**config.mk**
```make
export PLATFORM = sky130hd
export DESIGN_NAME = maze_loader
export DESIGN_NICKNAME = d
export VERILOG_FILES = /design/src/rtl/maze_loader.sv
export SDC_FILE = /design/constraint.sdc
export NUM_CORES = 1
export LEC_CHECK = 0
export BUFFER_PORTS_ARGS = -buffer_cell sky130_fd_sc_hd__buf_2
export CELL_PAD_IN_SITES_DETAIL_PLACEMENT = 1
export CELL_PAD_IN_SITES_GLOBAL_PLACEMENT = 2
export CORE_MARGIN = 3
export CORE_UTILIZATION = 39
export CTS_CLUSTER_SIZE = 16
export DETAILED_ROUTE_END_ITERATION = 7
export PLACE_DENSITY_LB_ADDON = 0.1
export SKIP_CTS_REPAIR_TIMING = 1
export SYNTH_ARGS = -nofsm -noshare
export SYNTH_HDL_FRONTEND = slang
export SYNTH_SLANG_ARGS = --single-unit
```
**constraint.sdc**
```tcl
create_clock -name CLK -period 3.1 [get_ports CLK]
set_clock_uncertainty 0.15 [all_clocks]
set_input_delay 0.31 -clock CLK [delete_from_list [all_inputs] [get_ports CLK]]
set_output_delay 0.31 -clock CLK [all_outputs]
set_load 0.01 [all_outputs]
```
**src/rtl/maze_loader.sv**
```systemverilog
// Round maze builder: on a new_round edge picks a layout from an LFSR, streams it
// from the layout ROM into the wall RAM with forced outer borders, then raises maze_ready.
module maze_loader #(
    parameter int          MAZE_W      = 16,
    parameter int          MAZE_H      = 12,
    parameter int          NUM_LAYOUTS = 4,
    parameter logic [7:0]  LFSR_SEED   = 8'hA5,
    localparam int         CELLS       = MAZE_W * MAZE_H,
    localparam int         ROM_AW      = $clog2(NUM_LAYOUTS * CELLS),
    localparam int         RAM_AW      = $clog2(CELLS),
    localparam int         SEL_W       = $clog2(NUM_LAYOUTS),
    localparam int         COL_W       = $clog2(MAZE_W),
    localparam int         ROW_W       = $clog2(MAZE_H)
) (
    input  logic              CLK,
    input  logic              RESET,
    input  logic [1:0]        game_end,
    output logic [ROM_AW-1:0] rom_addr,
    input  logic [1:0]        rom_data,
    output logic              ram_we,
    output logic [RAM_AW-1:0] ram_addr,
    output logic [1:0]        ram_wdata,
    output logic [SEL_W-1:0]  layout_sel,
    output logic              maze_ready,
    output logic [2:0]        state_dbg
);

    typedef enum logic [2:0] {
        IDLE  = 3'd0,
        PICK  = 3'd1,
        FILL  = 3'd2,
        DRAIN = 3'd3,
        DONE  = 3'd4
    } state_t;

    state_t            state_q, state_d;
    logic [7:0]        lfsr_q, lfsr_d;
    logic [1:0]        prev_ge_q, prev_ge_d;
    logic [SEL_W-1:0]  prev_layout_q, prev_layout_d;
    logic [SEL_W-1:0]  layout_sel_q, layout_sel_d;
    logic [RAM_AW-1:0] i_q, i_d;
    logic [COL_W-1:0]  col_q, col_d;
    logic [ROW_W-1:0]  row_q, row_d;
    logic              wr_valid_q, wr_valid_d;
    logic [RAM_AW-1:0] wr_addr_q, wr_addr_d;
    logic              wr_col_last_q, wr_col_last_d;
    logic              wr_row_last_q, wr_row_last_d;

    logic              in_round;
    logic              trigger;
    logic [SEL_W-1:0]  cand;

    always_ff @(posedge CLK or negedge RESET) begin
        if (!RESET) begin
            state_q       <= IDLE;
            lfsr_q        <= LFSR_SEED;
            prev_ge_q     <= 2'b00;
            prev_layout_q <= '0;
            layout_sel_q  <= '0;
            i_q           <= '0;
            col_q         <= '0;
            row_q         <= '0;
            wr_valid_q    <= 1'b0;
            wr_addr_q     <= '0;
            wr_col_last_q <= 1'b0;
            wr_row_last_q <= 1'b0;
        end else begin
            state_q       <= state_d;
            lfsr_q        <= lfsr_d;
            prev_ge_q     <= prev_ge_d;
            prev_layout_q <= prev_layout_d;
            layout_sel_q  <= layout_sel_d;
            i_q           <= i_d;
            col_q         <= col_d;
            row_q         <= row_d;
            wr_valid_q    <= wr_valid_d;
            wr_addr_q     <= wr_addr_d;
            wr_col_last_q <= wr_col_last_d;
            wr_row_last_q <= wr_row_last_d;
        end
    end

    always_comb begin
        in_round      = (game_end == 2'b01);
        trigger       = in_round && (prev_ge_q != 2'b01);
        cand          = lfsr_q[SEL_W-1:0];
        if (cand == prev_layout_q) begin
            cand = cand + SEL_W'(1);
        end

        state_d       = state_q;
        lfsr_d        = {lfsr_q[6:0], lfsr_q[7] ^ lfsr_q[5] ^ lfsr_q[4] ^ lfsr_q[3]};
        prev_ge_d     = game_end;
        prev_layout_d = prev_layout_q;
        layout_sel_d  = layout_sel_q;
        i_d           = i_q;
        col_d         = col_q;
        row_d         = row_q;
        // Write stage trails the ROM address by one cycle to line up with rom_data.
        wr_valid_d    = (state_q == FILL) && in_round;
        wr_addr_d     = i_q;
        wr_col_last_d = (col_q == COL_W'(MAZE_W - 1));
        wr_row_last_d = (row_q == ROW_W'(MAZE_H - 1));

        case (state_q)
            IDLE: begin
                if (trigger) begin
                    state_d = PICK;
                end
            end
            PICK: begin
                layout_sel_d  = cand;
                prev_layout_d = cand;
                i_d           = '0;
                col_d         = '0;
                row_d         = '0;
                state_d       = in_round ? FILL : IDLE;
            end
            FILL: begin
                if (!in_round) begin
                    state_d = IDLE;
                end else if (i_q == RAM_AW'(CELLS - 1)) begin
                    state_d = DRAIN;
                end else begin
                    i_d = i_q + RAM_AW'(1);
                    if (col_q == COL_W'(MAZE_W - 1)) begin
                        col_d = '0;
                        row_d = row_q + ROW_W'(1);
                    end else begin
                        col_d = col_q + COL_W'(1);
                    end
                end
            end
            DRAIN: begin
                state_d = in_round ? DONE : IDLE;
            end
            DONE: begin
                if (!in_round) begin
                    state_d = IDLE;
                end
            end
            default: begin
                state_d = IDLE;
            end
        endcase
    end

    // maze_ready is a level: it rises once the last cell is written and is held
    // for as long as game_end stays at new_round; dropping game_end releases it.
    assign maze_ready = (state_q == DONE);
    assign rom_addr   = (state_q == FILL)
                      ? ROM_AW'(layout_sel_q) * ROM_AW'(CELLS) + ROM_AW'(i_q)
                      : '0;
    assign ram_we     = wr_valid_q;
    assign ram_addr   = wr_valid_q ? wr_addr_q : '0;
    assign ram_wdata  = wr_valid_q ? {rom_data[1] | wr_row_last_q, rom_data[0] | wr_col_last_q}
                                   : 2'b00;
    assign layout_sel = layout_sel_q;
    assign state_dbg  = state_q;

endmodule

```
==> impl_metrics.toml, run 1 <==
[outcome]
status = "complete, but fails checks"
violations = "hold timing"

[sta]
tightest_slew_ps = 900
fin_crit_sh_pct = 78.9
finalHoldViolCount = 8
whs_ps = -14.0
rsz0062_at_grt = "no"
finalSetupViolCount = 0
drv_slew = 0
tns_ps = 0
maxSlewHeadroom_pct = 40.0
post-route-min-period_ps = 2450
clock.fmax_mhz = 409

[floorplanning]
coreArea_mm2 = 0.00479
io_pins = 33
die_w_um = 76.9
die-area_mm2 = 0.00592
initial_core_util_pct = 41.0
die_h_um = 76.9
num_rows = 25

[layout]
antenna_cells_inserted = 0
drive_gt1_share_pct = 25.8
design_area_mm2 = 0.00230
area_growth_pct = 17.3
nNetsFinal = 226
fin_cells = 280
fill_cells = 555

[synthesis]
yosysMostFrequentCell = "dfrtp_1"
synth.area.top_cells = "dfrtp_1 (48%), and2_1 (5.4%), dfstp_2 (5.4%)"
synth-adder-area-share_pct = 5.48
synth_compound_area_share_pct = 14.0
synth_top_area_share_pct = 48.5
synth_ff_type = "dfrtp_1"
synthTopCellsByCount = "dfrtp_1 (38), and2_1 (17), nand2_1 (9)"
avgSynthCellArea_um2 = 11.3
yosys_register_bits = 42
netlist_area_mm2 = 0.00196
async_flop_share_pct = 100
yosys_warnings = 0
synth-simple-area-share_pct = 18.9
synth_edf_count = 0
synthMuxAreaShare_pct = 2.10
synth_top_family_by_area = "simple AND/OR/NAND/NOR gates"
post-synth-top-area-cell = "dfrtp_1"
syn_nets = 188
yosysSeqAreaShare_pct = 53.8
synthCells = 174
synth_xor_area_share_pct = 3.13
yosys.cell_types.count = 46

[drt]
vias = 1434
firstDrtPassIters = 4
vias_per_cell = 5.12
routedWlPerCell_um = 14.9
wirelength_mm = 4.16
drc_errors = 0
detail-route-antenna-nets = 0
drtIter0Drc = 78

[critical_path]
cp_max_fo = 7
startpoint_type = "flip-flop"
crit_path_end_kind = "output pin"
arrival_ps = 1990
required_ps = 2640
cpMaxStageDelayCell = "dfrtp_1"
crit_chain = "inv_1, ha_1, inv_1, ha_1, a21oi_1, nor2b_1, xnor2_1, nor2_1, buf_2"
path_class = "reg2out"
slowest_delay_ps = 460

[grt]
grt_remaining_overflow = 0
grt_util_all_layers_pct = 15.4
grt_pass1_wl_mm = 7.20
grt_max_degree = 43
grt_pass1_vias = 1444
grt_antenna_before_repair = 0

[clock_tree]
cts_tree = "yes"
clkTransAtPathRegs_ps = 80
clk_latency_ps = 290
htree_levels = 2
cts_root_buf = "clkbuf_8"
cts_made_buffers = 5
clockBufferDepth = 2
clkSinkCount = 42

[power_and_ir_drop]
leakage_nw = 1.17
p_total_mw = 1.05
p_per_area_mw_per_mm2 = 455
vdd_drop_max_uv = 347

[place]
portBuffers = 32
dpl_cell_area_mm2 = 0.00219
place_inst = 270
place.gp.congestion = 0.732
post-dp-hpwl_mm = 3.00

[hold_path]
min_path_type = "in2async"

[run]
max_cap_viol_count = 0
[worst max-delay path: cells and delay by family, from the launching register on]
family	cells	cell delay [ps]
xor gates and xnor gates	1	140
adders and majority gates	2	520
buffers and inverters	3	320
AOI/OAI and AO/OA	1	130
and+or+nand+nor	2	130
DFF	1	460
[layer usage]
layer	global-route usage (%)	part of all wire [%]	wire (µm)
met4	4.35	1.1	45
met2	24.4	47	1980
met3	5.05	5.6	234
met1	20.1	46	1900
met5	0	0	0
[cells in the final DEF, fill, tap and decap left out, drive strengths merged, types with 6 or more instances in the layout]
cell,count
dfrtp,38
buf,33
and2,17
nand2,10
a21oi,10
nand3,8
nor2,7
a31oi,7
ha,7
o21ai,7
o21a,6
and3,6
clkbuf,6
[metrics by stage]
| stage | setup WS [ps] | utilization [%] |
|---|---|---|
| after floorplan | 1080 | - |
| after global placement | 1050 | 45.7 |
| after detailed placement | 955 | 45.7 |
| after CTS | 612 | 47.7 |
| after global routing | 480 | 48.1 |
| final | 654 | 48.1 |
[logic make-up (layout without fill, tap and decap cells)]
kind of cell,Yosys count,after routing
and+or+nand+nor,64,64
DFF,42,42
AOI/OAI and AO/OA,39,39
buffers and inverters,10,49
adders and majority gates,8,8
xor gates and xnor gates,7,7
muxes,4,4
[layout make-up]
class / instances / area [µm²] / share of cell area, %
flip-flops and latches: 42 / 1060 / 45.9
clock buffers: 6 / 82.6 / 3.59
well taps: 67 / 83.8 / 3.64
inverters: 6 / 23.8 / 1.03
repair buffers: 35 / 188 / 8.16
clock inverters: 2 / 12.5 / 0.544
multi-input cells: 122 / 855 / 37.1
[state kept, by name (all words and copies together) (netlist names)]
signal,count
col_q,4
i_q,8
layout_sel,2
lfsr_q,8
prev_ge_q,2
ram_we,1
row_q,4
state_dbg,3
wr_addr_q,8
wr_col_last_q,1
wr_row_last_q,1
[worst paths after layout]
path,start,to,slack (ps),cells after the start
max,layout_sel[0],rom_addr[9],650,9
min,RESET,wr_addr_q[6],-10,1
max reg2reg,i_q[0],i_q[6],1050,5
min reg2reg,lfsr_q[6],lfsr_q[7],210,0
max in group asynchronous,RESET,layout_sel[0],2240,1
min in group CLK,lfsr_q[6],lfsr_q[7],210,0
[report_power, final]
group	internal, mW	switching, mW	total [mW]
Clock	0.179	0.184	0.363
Sequential	0.568	0.0238	0.592
Combinational	0.0408	0.0530	0.0938
Total	0.788	0.261	1.05
Power figures use the tool's default switching activity.
==> run 2: changes to the inputs <==
Settings changed: CORE_UTILIZATION 39 to 36.
Clock period 3.1 ns to 2.6 ns, I/O delays scaled along.
==> run 2 against run 1 <==
Effect of this change: critical path type unchanged; hold slack worse by 44 ps; core utilization fell by 3.5 points; total power up 26%; largest cell class unchanged; register-to-register slack got worse by 440 ps; flip-flop and latch count is the same; the run still ends with hold timing left; worst setup slack got worse by 410 ps; sequential share of layout area shrank 0.34 points; clock power up 38%; final cell count up 1.1%; non-clock buffer count stayed put.
==> impl_metrics.toml, run 2 (same netlist as run 1, synthesis figures left out) <==
[floorplanning]
coreArea_mm2 = 0.00520
num_rows = 26
die_h_um = 79.8
die_w_um = 79.8
die-area_mm2 = 0.00637
initial_core_util_pct = 37.7
io_pins = 33

[power_and_ir_drop]
leakage_nw = 1.18
p_per_area_mw_per_mm2 = 569
vdd_drop_max_uv = 336
p_sw_share_pct = 23.3
cellInternalPower_mw = 1.01
combPwrFrac_pct = 8.5
p_sw_uw = 308
p_clk_share_pct = 38.0
pwr-share-seq_pct = 53.6

[sta]
whs_ps = -57.7
finalSetupViolCount = 0
finalHoldViolCount = 38
maxSlewHeadroom_pct = 39.6
tightest_slew_ps = 907
rsz0062_at_grt = "no"
tns_ps = 0
clock.fmax_mhz = 424
fin_crit_sh_pct = 90.7
drv_slew = 0
post-route-min-period_ps = 2360
setup_ws_ps = 243

[drt]
detail-route-antenna-nets = 0
wirelength_mm = 4.13
drtIter0Drc = 54
routedWlPerCell_um = 14.6
firstDrtPassIters = 2
vias = 1450
vias_per_cell = 5.12
drc_errors = 0

[grt]
grt_pass1_vias = 1537
grt_antenna_before_repair = 0
grt_pass1_wl_mm = 7.31
grt_util_all_layers_pct = 14.7
grt_max_degree = 43
grt_remaining_overflow = 0

[layout]
drive_gt1_share_pct = 25.8
layout_common_cells = "dfrtp_1 (37), buf_2 (32), and2_1 (17), nand2_1 (9)"
fill_cells = 582
layout_commonest_cell = "dfrtp_1"
nNetsFinal = 226
reg_top3 = "i_q x8, lfsr_q x8, wr_addr_q x8"
antenna_cells_inserted = 0
design_area_mm2 = 0.00232
area_growth_pct = 18.3
fin_cells = 283

[clock_tree]
clkSinkCount = 42
cts_made_buffers = 5
clkTransAtPathRegs_ps = 80
cts_root_buf = "clkbuf_8"
htree_levels = 2
cts_tree = "yes"
clockBufferDepth = 2
clk_latency_ps = 290

[outcome]
status = "complete, but fails checks"
violations = "hold timing"

[hold_path]
min_path_type = "in2async"

[critical_path]
required_ps = 2190
arrival_ps = 1950
path_class = "reg2out"
crit_path_end_kind = "output pin"
startpoint_type = "flip-flop"
cp_max_fo = 7

[run]
max_cap_viol_count = 0

[place]
place.gp.congestion = 0.741
dpl_worst_slack_ps = 492
dpl_cell_area_mm2 = 0.00219
post-dp-hpwl_mm = 2.96
portBuffers = 32
place_inst = 273
==> run 2: final timing paths <==
check / start / to / slack [ps] / depth (start not counted)
max: layout_sel[0] / rom_addr[9] / 240 / 9
min: RESET / i_q[4] / -60 / 1
max reg2reg: i_q[0] / col_q[0] / 610 / 5
min reg2reg: lfsr_q[6] / lfsr_q[7] / 220 / 0
max in group asynchronous: RESET / layout_sel[0] / 1730 / 1
min in group CLK: lfsr_q[6] / lfsr_q[7] / 220 / 0
==> run 2: per-layer routing <==
metal / global-route usage, % / wire, µm / up-vias
met5: 0 / 0 / -
met2: 25.2 / 2020 / 32
met4: 4.56 / 52 / 0
li1: - / - / 688
met1: 18.0 / 1860 / 723
met3: 3.72 / 192 / 7
==> run 2: cell type report <==
cell class	count	area (µm²)	area share [%]
Clock buffer	6	72.6	3.13
Clock inverter	2	37.5	1.62
Inverter	6	23.8	1.02
Multi-Input combinational cell	122	855	36.8
Sequential cell	42	1060	45.6
Tap cell	70	87.6	3.77
Timing Repair Buffer	35	188	8.09
==> run 2: worst max-delay path: stages (launching register included) <==
cell     delay (ps)
dfrtp_2         420
inv_1            60
ha_1            290
inv_1           100
ha_1            230
a21oi_1         150
nor2b_1          80
xnor2_1         140
nor2_1           50
buf_2           160
==> run 2: stage by stage <==
stage	power, mW	utilization [%]
2_1_floorplan	0.783	-
3_5_place_dp	0.833	42.1
3_3_place_gp	0.823	42.1
4_1_cts	1.34	44.2
5_1_grt	1.40	44.6
6_report	1.32	44.6
==> run 2: power groups by stage <==
stage          Sequential [mW]  Combinational (mW)  Clock [mW]
2_1_floorplan            0.714              0.0687           0
3_3_place_gp             0.716               0.107           0
3_5_place_dp             0.720               0.113           0
4_1_cts                  0.707               0.114       0.522
5_1_grt                  0.713               0.130       0.555
6_report                 0.708               0.112       0.502
==> run 3: changes to the inputs <==
Settings changed: REMOVE_ABC_BUFFERS from default to 1.
==> run 3 against run 2 <==
Effect of this change: the flow still finishes with violations (hold timing); flip-flop and latch count unchanged; worst setup slack got worse by 24 ps; via count increased by 2.0%; cell area shrank 1.3%; routed wire length is 10% higher; count of clock-buffer cells in the layout grew 2; combinational power up 4%; sequential power about the same; sequential share of layout area up 0.57 points; largest power group unchanged; highest routed layer unchanged.
==> impl_metrics.toml, run 3 (same netlist as run 1, synthesis figures left out) <==
[sta]
clock.fmax_mhz = 420
whs_ps = -43.8
maxSlewHeadroom_pct = 38.6
fin_crit_sh_pct = 91.6
rsz0062_at_grt = "no"
post-route-min-period_ps = 2380
tns_ps = 0
tightest_slew_ps = 922
setup_ws_ps = 218
drv_slew = 0
finalHoldViolCount = 38
finalSetupViolCount = 0

[critical_path]
cp_max_fo = 7
crit_path_end_kind = "output pin"
startpoint_type = "flip-flop"
crit_chain = "inv_1, ha_1, inv_1, ha_1, a21oi_1, nor2b_1, xnor2_1, nor2_1, buf_2"
path_delay_family = "adder cells"
timing.rr.end = "i_q[6]"
reg2reg_from = "i_q[0]"
worstRegToRegCells = 5
r2r_setup_slack_ps = 640
crit_path_end = "rom_addr[9]"
arrival_ps = 1970
slowest_delay_ps = 470
cpMaxStageDelayCell = "dfrtp_1"
crit_start = "layout_sel[0]"
path_buf_inv = 3
cp_num_cells = 9
required_ps = 2190
path_class = "reg2out"

[layout]
fill_cells = 599
antenna_cells_inserted = 0
design_area_mm2 = 0.00229
reg_top3 = "i_q x8, lfsr_q x8, wr_addr_q x8"
layout_commonest_cell = "dfrtp_1"
area_growth_pct = 16.7
layout_common_cells = "dfrtp_1 (38), buf_2 (32), and2_1 (17), nand2_1 (9)"
drive_gt1_share_pct = 24.4
nNetsFinal = 226

[grt]
grt_max_degree = 43
grt_antenna_before_repair = 0
grt_pass1_vias = 1552
grt_remaining_overflow = 0
grt_pass1_wl_mm = 7.60
grt_util_all_layers_pct = 15.5

[outcome]
violations = "hold timing"
status = "complete, but fails checks"

[power_and_ir_drop]
vdd_drop_max_uv = 221
p_per_area_mw_per_mm2 = 535
leakage_nw = 1.17

[clock_tree]
clkTransAtPathRegs_ps = 80
cts_made_buffers = 5
cts_tree = "yes"
clockBufferDepth = 2
clk_latency_ps = 290
clkSinkCount = 42
htree_levels = 2
cts_root_buf = "clkbuf_8"

[drt]
firstDrtPassIters = 4
detail-route-antenna-nets = 0
wirelength_mm = 4.55
routedWlPerCell_um = 16.1
drtIter0Drc = 52
vias_per_cell = 5.23
drc_errors = 0
vias = 1479

[floorplanning]
coreArea_mm2 = 0.00520
num_rows = 26
die_h_um = 79.8
io_pins = 33
die-area_mm2 = 0.00637
die_w_um = 79.8
initial_core_util_pct = 37.7

[hold_path]
min_path_type = "in2async"

[place]
place.gp.congestion = 0.782
dpl_worst_slack_ps = 506
portBuffers = 32
post-dp-hpwl_mm = 3.27
dpl_cell_area_mm2 = 0.00219

[run]
max_cap_viol_count = 0
## run 3: changes by cell type in the layout (fill, tap and decap cells not counted), sizes merged
| cell | previous run | this run |
|---|---|---|
| clkinvlp | 1 | 0 |
| bufinv | 1 | 0 |
| clkbuf | 6 | 8 |
## run 3: area by class of cell
cell class / count / area [µm²] / area share (%)
clock buffers: 8 / 80.1 / 3.50
inverters: 6 / 23.8 / 1.04
repair buffers: 35 / 188 / 8.20
flip-flops and latches: 42 / 1060 / 46.1
multi-input cells: 122 / 855 / 37.3
well taps: 70 / 87.6 / 3.83
## run 3: per-layer routing
metal | track usage, % | share of wire [%] | up-vias | wire length [µm]
met5 | 0 | 0 | - | 0
met4 | 5.57 | 2.0 | 0 | 89
met3 | 3.72 | 4.9 | 10 | 223
met2 | 27.0 | 50 | 40 | 2280
met1 | 18.6 | 43 | 738 | 1960
li1 | - | - | 691 | -
## run 3: power by group
part	switching (mW)	leakage, nW	internal, mW
sequential	0.0297	0.562	0.677
clock	0.210	0.0395	0.191
combinational	0.0663	0.563	0.0506
total	0.306	1.17	0.919
## run 3: worst min path at each step
| stage | endpoint | depth (start not counted) |
|---|---|---|
| after detailed placement | lfsr_q[7] | 0 |
| final | wr_addr_q[4] | 1 |
| after CTS | prev_ge_q[1] | 1 |
| after floorplan | col_q[0] | 0 |
| after global routing | wr_addr_q[3] | 1 |
| after global placement | lfsr_q[7] | 0 |
## run 3: through the flow
| stage | hold WS (ps) | utilization (%) | instances | power (mW) |
|---|---|---|---|---|
| detailed placement | 197 | 42.1 | 273 | 0.841 |
| global route | 39.3 | 44.0 | 283 | 1.30 |
| finish | -43.8 | 44.0 | 283 | 1.22 |
| CTS | -75.1 | 43.6 | 281 | 1.24 |
| floorplan | -186 | - | 170 | 0.780 |
| global placement | 188 | 42.1 | 273 | 0.830 |
